[config.mk]
export PLATFORM = sky130hd
export DESIGN_NAME = quad_zero_cross
export DESIGN_NICKNAME = d
export VERILOG_FILES = /design/src/rtl/quad_zero_cross.sv
export SDC_FILE = /design/constraint.sdc
export NUM_CORES = 1
export LEC_CHECK = 0
export CAP_MARGIN = 0
export CORE_ASPECT_RATIO = 1.5
export CORE_UTILIZATION = 52
export CTS_BUF_LIST = sky130_fd_sc_hd__clkbuf_4 sky130_fd_sc_hd__clkbuf_8
export DETAILED_ROUTE_END_ITERATION = 7
export HOLD_SLACK_MARGIN = 0.05
export PLACE_DENSITY = 0.78
export SYNTH_ARGS = -nofsm -noshare
export SYNTH_HDL_FRONTEND = slang
export SYNTH_SLANG_ARGS = --single-unit
[constraint.sdc]
create_clock -name clk -period 4.1 [get_ports clk]
set_clock_uncertainty 0.1 [all_clocks]
set_input_delay 0.82 -clock clk [delete_from_list [all_inputs] [get_ports clk]]
set_output_delay 0.82 -clock clk [all_outputs]
set_load 0.05 [all_outputs]
[src/rtl/quad_zero_cross.sv]
// Root-bracket detector for a sampled quadratic sweep: flags sign changes / exact zeros of y,
// queues (x_lo, x_hi, exact) events in a FWFT FIFO, and tracks the sweep minimum of y.
module quad_zero_cross #(
  parameter int W          = 10,
  parameter int FIFO_DEPTH = 4,
  parameter int CNT_W      = 8
) (
  input  logic             clk,
  input  logic             reset,
  input  logic             start,
  input  logic             in_valid,
  input  logic             in_last,
  input  logic [W-1:0]     x_in,
  input  logic [W-1:0]     y_in,
  output logic             ev_valid,
  input  logic             ev_ready,
  output logic [W-1:0]     ev_x_lo,
  output logic [W-1:0]     ev_x_hi,
  output logic             ev_exact,
  output logic [CNT_W-1:0] cross_cnt,
  output logic [W-1:0]     y_min,
  output logic [W-1:0]     x_at_min,
  output logic             overflow,
  output logic             busy,
  output logic             done
);
  localparam int AW = $clog2(FIFO_DEPTH);

  typedef enum logic [1:0] {IDLE, PRIME, RUN, DONE} state_t;

  typedef struct packed {
    logic [W-1:0] x_lo;
    logic [W-1:0] x_hi;
    logic         exact;
  } ev_t;

  state_t        state, nstate;
  ev_t           mem [FIFO_DEPTH];
  logic [AW-1:0] rd_ptr, wr_ptr;
  logic [AW:0]   occ;
  logic [W-1:0]  prev_x, prev_y;

  logic samp, ev_hit, full, pop, wr_en;

  // Sample is consumed only while sweeping; a start on the same cycle wins.
  assign samp   = in_valid && !start && (state == PRIME || state == RUN);
  // With prev_y nonzero, either y_in is zero or a differing sign bit is a strict crossing.
  assign ev_hit = samp && (state == RUN) && (prev_y != '0) &&
                  ((y_in == '0) || (prev_y[W-1] != y_in[W-1]));
  assign full   = (occ == (AW+1)'(FIFO_DEPTH));
  assign pop    = ev_valid && ev_ready && !start;
  assign wr_en  = ev_hit && (!full || pop);

  always_comb begin
    nstate = state;
    if (start) nstate = PRIME;
    else begin
      case (state)
        PRIME, RUN: if (in_valid) nstate = in_last ? DONE : RUN;
        default:    nstate = state;
      endcase
    end
  end

  always_ff @(posedge clk) begin
    if (reset || start) begin
      state     <= reset ? IDLE : PRIME;
      rd_ptr    <= '0;
      wr_ptr    <= '0;
      occ       <= '0;
      prev_x    <= '0;
      prev_y    <= '0;
      cross_cnt <= '0;
      y_min     <= {1'b0, {(W-1){1'b1}}};
      x_at_min  <= '0;
      overflow  <= 1'b0;
      for (int i = 0; i < FIFO_DEPTH; i++) mem[i] <= '0;
    end else begin
      state <= nstate;
      if (samp) begin
        prev_x <= x_in;
        prev_y <= y_in;
        if ($signed(y_in) < $signed(y_min)) begin
          y_min    <= y_in;
          x_at_min <= x_in;
        end
      end
      if (ev_hit) begin
        if (cross_cnt != '1) cross_cnt <= cross_cnt + CNT_W'(1);
        if (!wr_en) overflow <= 1'b1;
      end
      // When full with a pop, wr_ptr==rd_ptr: the slot being vacated takes the new event.
      if (wr_en) begin
        mem[wr_ptr] <= '{x_lo: prev_x, x_hi: x_in, exact: (y_in == '0)};
        wr_ptr      <= wr_ptr + AW'(1);
      end
      if (pop) rd_ptr <= rd_ptr + AW'(1);
      occ <= occ + (AW+1)'(wr_en) - (AW+1)'(pop);
    end
  end

  assign ev_valid = (occ != '0);
  assign ev_x_lo  = mem[rd_ptr].x_lo;
  assign ev_x_hi  = mem[rd_ptr].x_hi;
  assign ev_exact = mem[rd_ptr].exact;
  assign busy     = (state == PRIME) || (state == RUN);
  assign done     = (state == DONE);
endmodule

# ---- Word level (Yosys, flattened, before mapping)
# Memories as Yosys holds them, arrays and structs flattened. A register that Yosys moved wholly into a read port is not among the register bits.
# Index checks and enable logic that the tools add are counted.
dict set report totals {
  reg_bits 58
  latch_bits 0
  mem_bits_rw 84
  rom_bits 0
  output_inout_bits 53
  wordCells 65
  mem_count 1
}
# name words width read_ports rd_ports_with_merged_regs write_ports line_no
set memory_table {}
lappend memory_table {mem 4 21 1 1 4 38} ;# ev_t mem [FIFO_DEPTH];
dict set report op_classes {
  n_addsub 5
  n_mul 0
  n_div 0
  n_lt_le_gt_ge 1
  n_eq_ne 6
  shifts 0
  muxes 16
  bitwise_logic 1
  reduce_logical 25
}
# operator count
set op_table {}
lappend op_table {{$mux W21} 1}
lappend op_table {{$reduce_or A21 Y1} 1}
lappend op_table {{$mux W2} 7}
lappend op_table {{$logic_not A10 Y1} 1}
lappend op_table {{$lt A10 B10 Y1} 1}
lappend op_table {{$reduce_bool A10 Y1} 1}
lappend op_table {{$reduce_bool A3 Y1} 3}
lappend op_table {{$add A8 B1 Y8 const B} 1}
lappend op_table {{$logic_and A1 B1 Y1} 8}
lappend op_table {{$mux W1} 8}
lappend op_table {{$ne A8 B8 Y1 const B} 1}
lappend op_table {{$reduce_and A2 Y1} 4}
lappend op_table {{$add A2 B1 Y2 const B} 2}
lappend op_table {{$eq A2 B2 Y1 const B} 2}
lappend op_table {{$logic_or A1 B1 Y1} 4}
lappend op_table {{$add A3 B1 Y3} 1}
lappend op_table {{$eq A3 B3 Y1 const B} 1}
lappend op_table {{$sub A3 B1 Y3} 1}
lappend op_table {{$eq A2 B1 Y1 const B} 1}
lappend op_table {{$logic_not A1 Y1} 2}
lappend op_table {{$reduce_or A2 Y1} 1}
lappend op_table {{$ne A1 B1 Y1} 1}
lappend op_table {{$not A1 Y1} 1}

# ---- Depth between registers and ports, before layout
dict set report logic_depth {
  ltp_word 12
  ltp_mapped 12
  mapped_depth_nobuf 12
}

# ---- Least setup slack after synthesis
# No wires, ideal clock.
dict set report synth_path {
  path_kind {input to register}
  startpoint {input start}
  endpoint {memory mem[0][0] (netlist name) (enable)}
  setup_time_ps 459
  arrival_time_ps 3783
  required_ps 3541
  setup_slack_ps -242
  path_stages 4
  n_path_buf 0
  cell_sequence {nand4bb_4 > a31oi_4 > nand2_1 > o41ai_1}
}
# item line_no
set synth_rtl {}
lappend synth_rtl {{from (decl)} 10} ;# input logic start,
lappend synth_rtl {{to (decl)} 38}

==> results.md <==
- Clock transition at the registers of the reported paths: 70 ps
- Fin crit share: approximately 83%
- Leakage power: 2.86 nW
- # fillers: around 950
- Status: finished, final reports clean
- PortBufs: slightly below 80
- Hold Path Class: register to register
- Critical hold path startpoint: prev_y[5]$_SDFFE_PN0P_
- Die area: between 10000 and 15000 um^2
- Setup Buffers After CTS: 0
- Mapped Nets: a little over 600
- TritonCTS clock tree: yes
- Initial antenna violation count: 0
- Clk root buf: clkbuf_8
- Max-slew violations: 0
- Vias: 4699
- Final Power: 3.13 mW
- Most used DFF post-synth: edfxtp_1
- Post-DRT Antenna Nets: 0
- Row cnt: slightly below 50
- Syn Std Cell Area: roughly 6600 um^2
- Achievable frequency: 296 MHz
- Clock sinks: about 140
- Commonest non-fill, non-tap cell in the layout: edfxtp_1
- Share of post-route cells with drive strength above 1: between 10 and 15%
- RSZ-0062 raised after global routing: no
- Pin count of the biggest net entering global routing: between 40 and 50
- Initial drt markers: just over 300
- CP Max Fanout: 21
- Worst VDD drop: approximately 0.00026 V
- Worst Path Arrival: around 2500 ps
- Synthesized instance count: between 500 and 600
- DRC: 0
- Max_cap viols: 0
- Hpwl dp: between 10000 and 15000 um
- Final Hold Vio Count: 0
- Final nets: 680
- IO Count: a little under 80
- Wire per inst: around 19 um
- Reg area: ~3700 um^2
- Power per cell area: ~400 nW/um^2
- Period minus WS final: 3380 ps
- RePlAce Congestion: between 0.8 and 0.9
- Initial Util: 54.1%
- Vias per Instance: approximately 5.8
- Yosys reg bits: around 140
- Worst-Margin Slew: about 1300 ps
- Post-CTS Resized: 0
- Die X: between 90 and 100 um
- Sequential cell area fraction in the yosys report: a little under three fifths
- Setup CP Type: register to primary output
- Reg-to-Reg Start: state[1]$_SDFFCE_PP0P_
- Core area: between 10000 and 15000 um^2
- Clk Latency, worst-skew pair: approximately 440 ps
- CP Data Required Time: 3180 ps
- Worst hold slack: approximately 360 ps
- Die height: approximately 140 um
- Drt pass-1 iters: 5
- # setup viols final: 0
- TritonCTS Buffers: 17
- Max transition margin: 14.3%
- WL final: about 15000 um
- Multi-input logic area: ~2600 um^2
- Setup TNS: 0 ps
- Diodes inserted: 0
- CP endpoint kind: primary output
- CTS Buffer Depth: 2
- Post-Syn Area per Cell: between 10 and 15 um^2
- Post-synth EDFFs: 86
- Vias in the first global route: approximately 5000
- Total track usage: roughly 24%
- Grt total ovfl: 0
- First-pass GRT wire length: approximately 24000 um
- Worst setup SP type: register
- Area growth syn-to-layout: 21.5%
- Asr flop ratio synth: 0%
- Post-synth cell types: 50
- Synth warn: 0
- Cts hold-fix bufs: 0
- Max H-tree Level: 4
- Most frequent cells in the layout: edfxtp_1, clkdlybuf4s50_1, nand2_1
[area by class of cell]
cell class	instances	area share (%)
Sequential cell	144	46.9
Multi-Input combinational cell	362	32.7
Timing Repair Buffer	94	11.3
Clock buffer	18	3.03
Clock inverter	14	2.70
Tap cell	153	2.40
Inverter	20	0.941
[worst paths after layout]
kind,endpoint,slack [ps],depth (start not counted)
worst min register to register,prev_y[5]$_SDFFE_PN0P_,360,2
worst min-delay path,prev_y[5]$_SDFFE_PN0P_,360,2
worst max-delay path,ev_x_hi[8],720,3
worst max register to register,occ[2]$_SDFF_PN0_,1080,11
[metrics by stage]
step           setup slack [ps]  util, %  instances  cell area [um^2]
2_1_floorplan               519        -        565              6570
3_3_place_gp                474     61.9        773              7520
3_5_place_dp                386     61.9        773              7520
4_1_cts                     663     65.7        805              7970
5_1_grt                     600     65.7        805              7970
6_report                    716     65.7        805              7970
[critical path, stage by stage, from the launching register on]
cell and delay (ps):
dfxtp_1 320, buf_4 370, mux4_2 590, clkdlybuf4s50_1 720
[cells in the mapped netlist (2+ instances only)]
cell / instances / share of area [%]
a21o_1: 2 / 0.23
a21oi_1: 37 / 2.8
and2_1: 53 / 5.1
buf_1: 5 / 0.29
buf_2: 5 / 0.38
clkbuf_1: 23 / 1.3
clkbuf_2: 5 / 0.38
dfxtp_1: 58 / 18
edfxtp_1: 86 / 39
ha_1: 14 / 2.7
inv_1: 20 / 1.1
mux2i_1: 2 / 0.31
mux4_2: 21 / 7.2
nand2_1: 71 / 4.1
nand2b_1: 3 / 0.29
nand3_1: 33 / 2.5
nand4_1: 5 / 0.48
nor2_1: 20 / 1.1
nor2b_1: 2 / 0.19
nor3_1: 13 / 0.99
nor3_2: 10 / 1.5
nor4_1: 3 / 0.29
nor4_4: 2 / 0.65
nor4b_1: 13 / 1.7
o21ai_0: 24 / 1.8
or3_1: 3 / 0.29
or4_1: 2 / 0.23
xnor2_1: 5 / 0.67
xor2_1: 4 / 0.53
[flip-flops by register name, summed over array words and instances, names as in the netlist, named ones only]
signal / cells
cross_cnt: 8
mem: 84
occ: 3
overflow: 1
prev_x: 10
prev_y: 10
rd_ptr: 2
state: 2
wr_ptr: 2
x_at_min: 10
y_min: 10
[routing by layer]
metal / part of all wire, % / global-route usage [%]
met4: 3.8 / 11.8
met1: 36 / 25.6
met2: 56 / 44.4
met5: 0 / 0
met3: 4.3 / 5.36
[power breakdown]
part,switching [mW],total (mW),leakage [nW],internal (mW)
Clock,0.535,1.26,0.218,0.730
Sequential,0.0180,1.59,1.43,1.57
Combinational,0.175,0.272,1.22,0.0967
Total,0.728,3.13,2.86,2.40
[kinds of logic after synthesis]
family                   after synthesis  synth area share (%)
buffers and inverters                 59                  3.68
AO/OA/AOI/OAI                         76                  6.92
flip-flops                           144                  57.1
AND/OR/NAND/NOR                      239                  20.7
adder cells (fa/ha/maj)               15                  2.97
multiplexers                          23                  7.51
XOR/XNOR                               9                  1.20
Note: power is estimated with default switching activity, not from simulation.
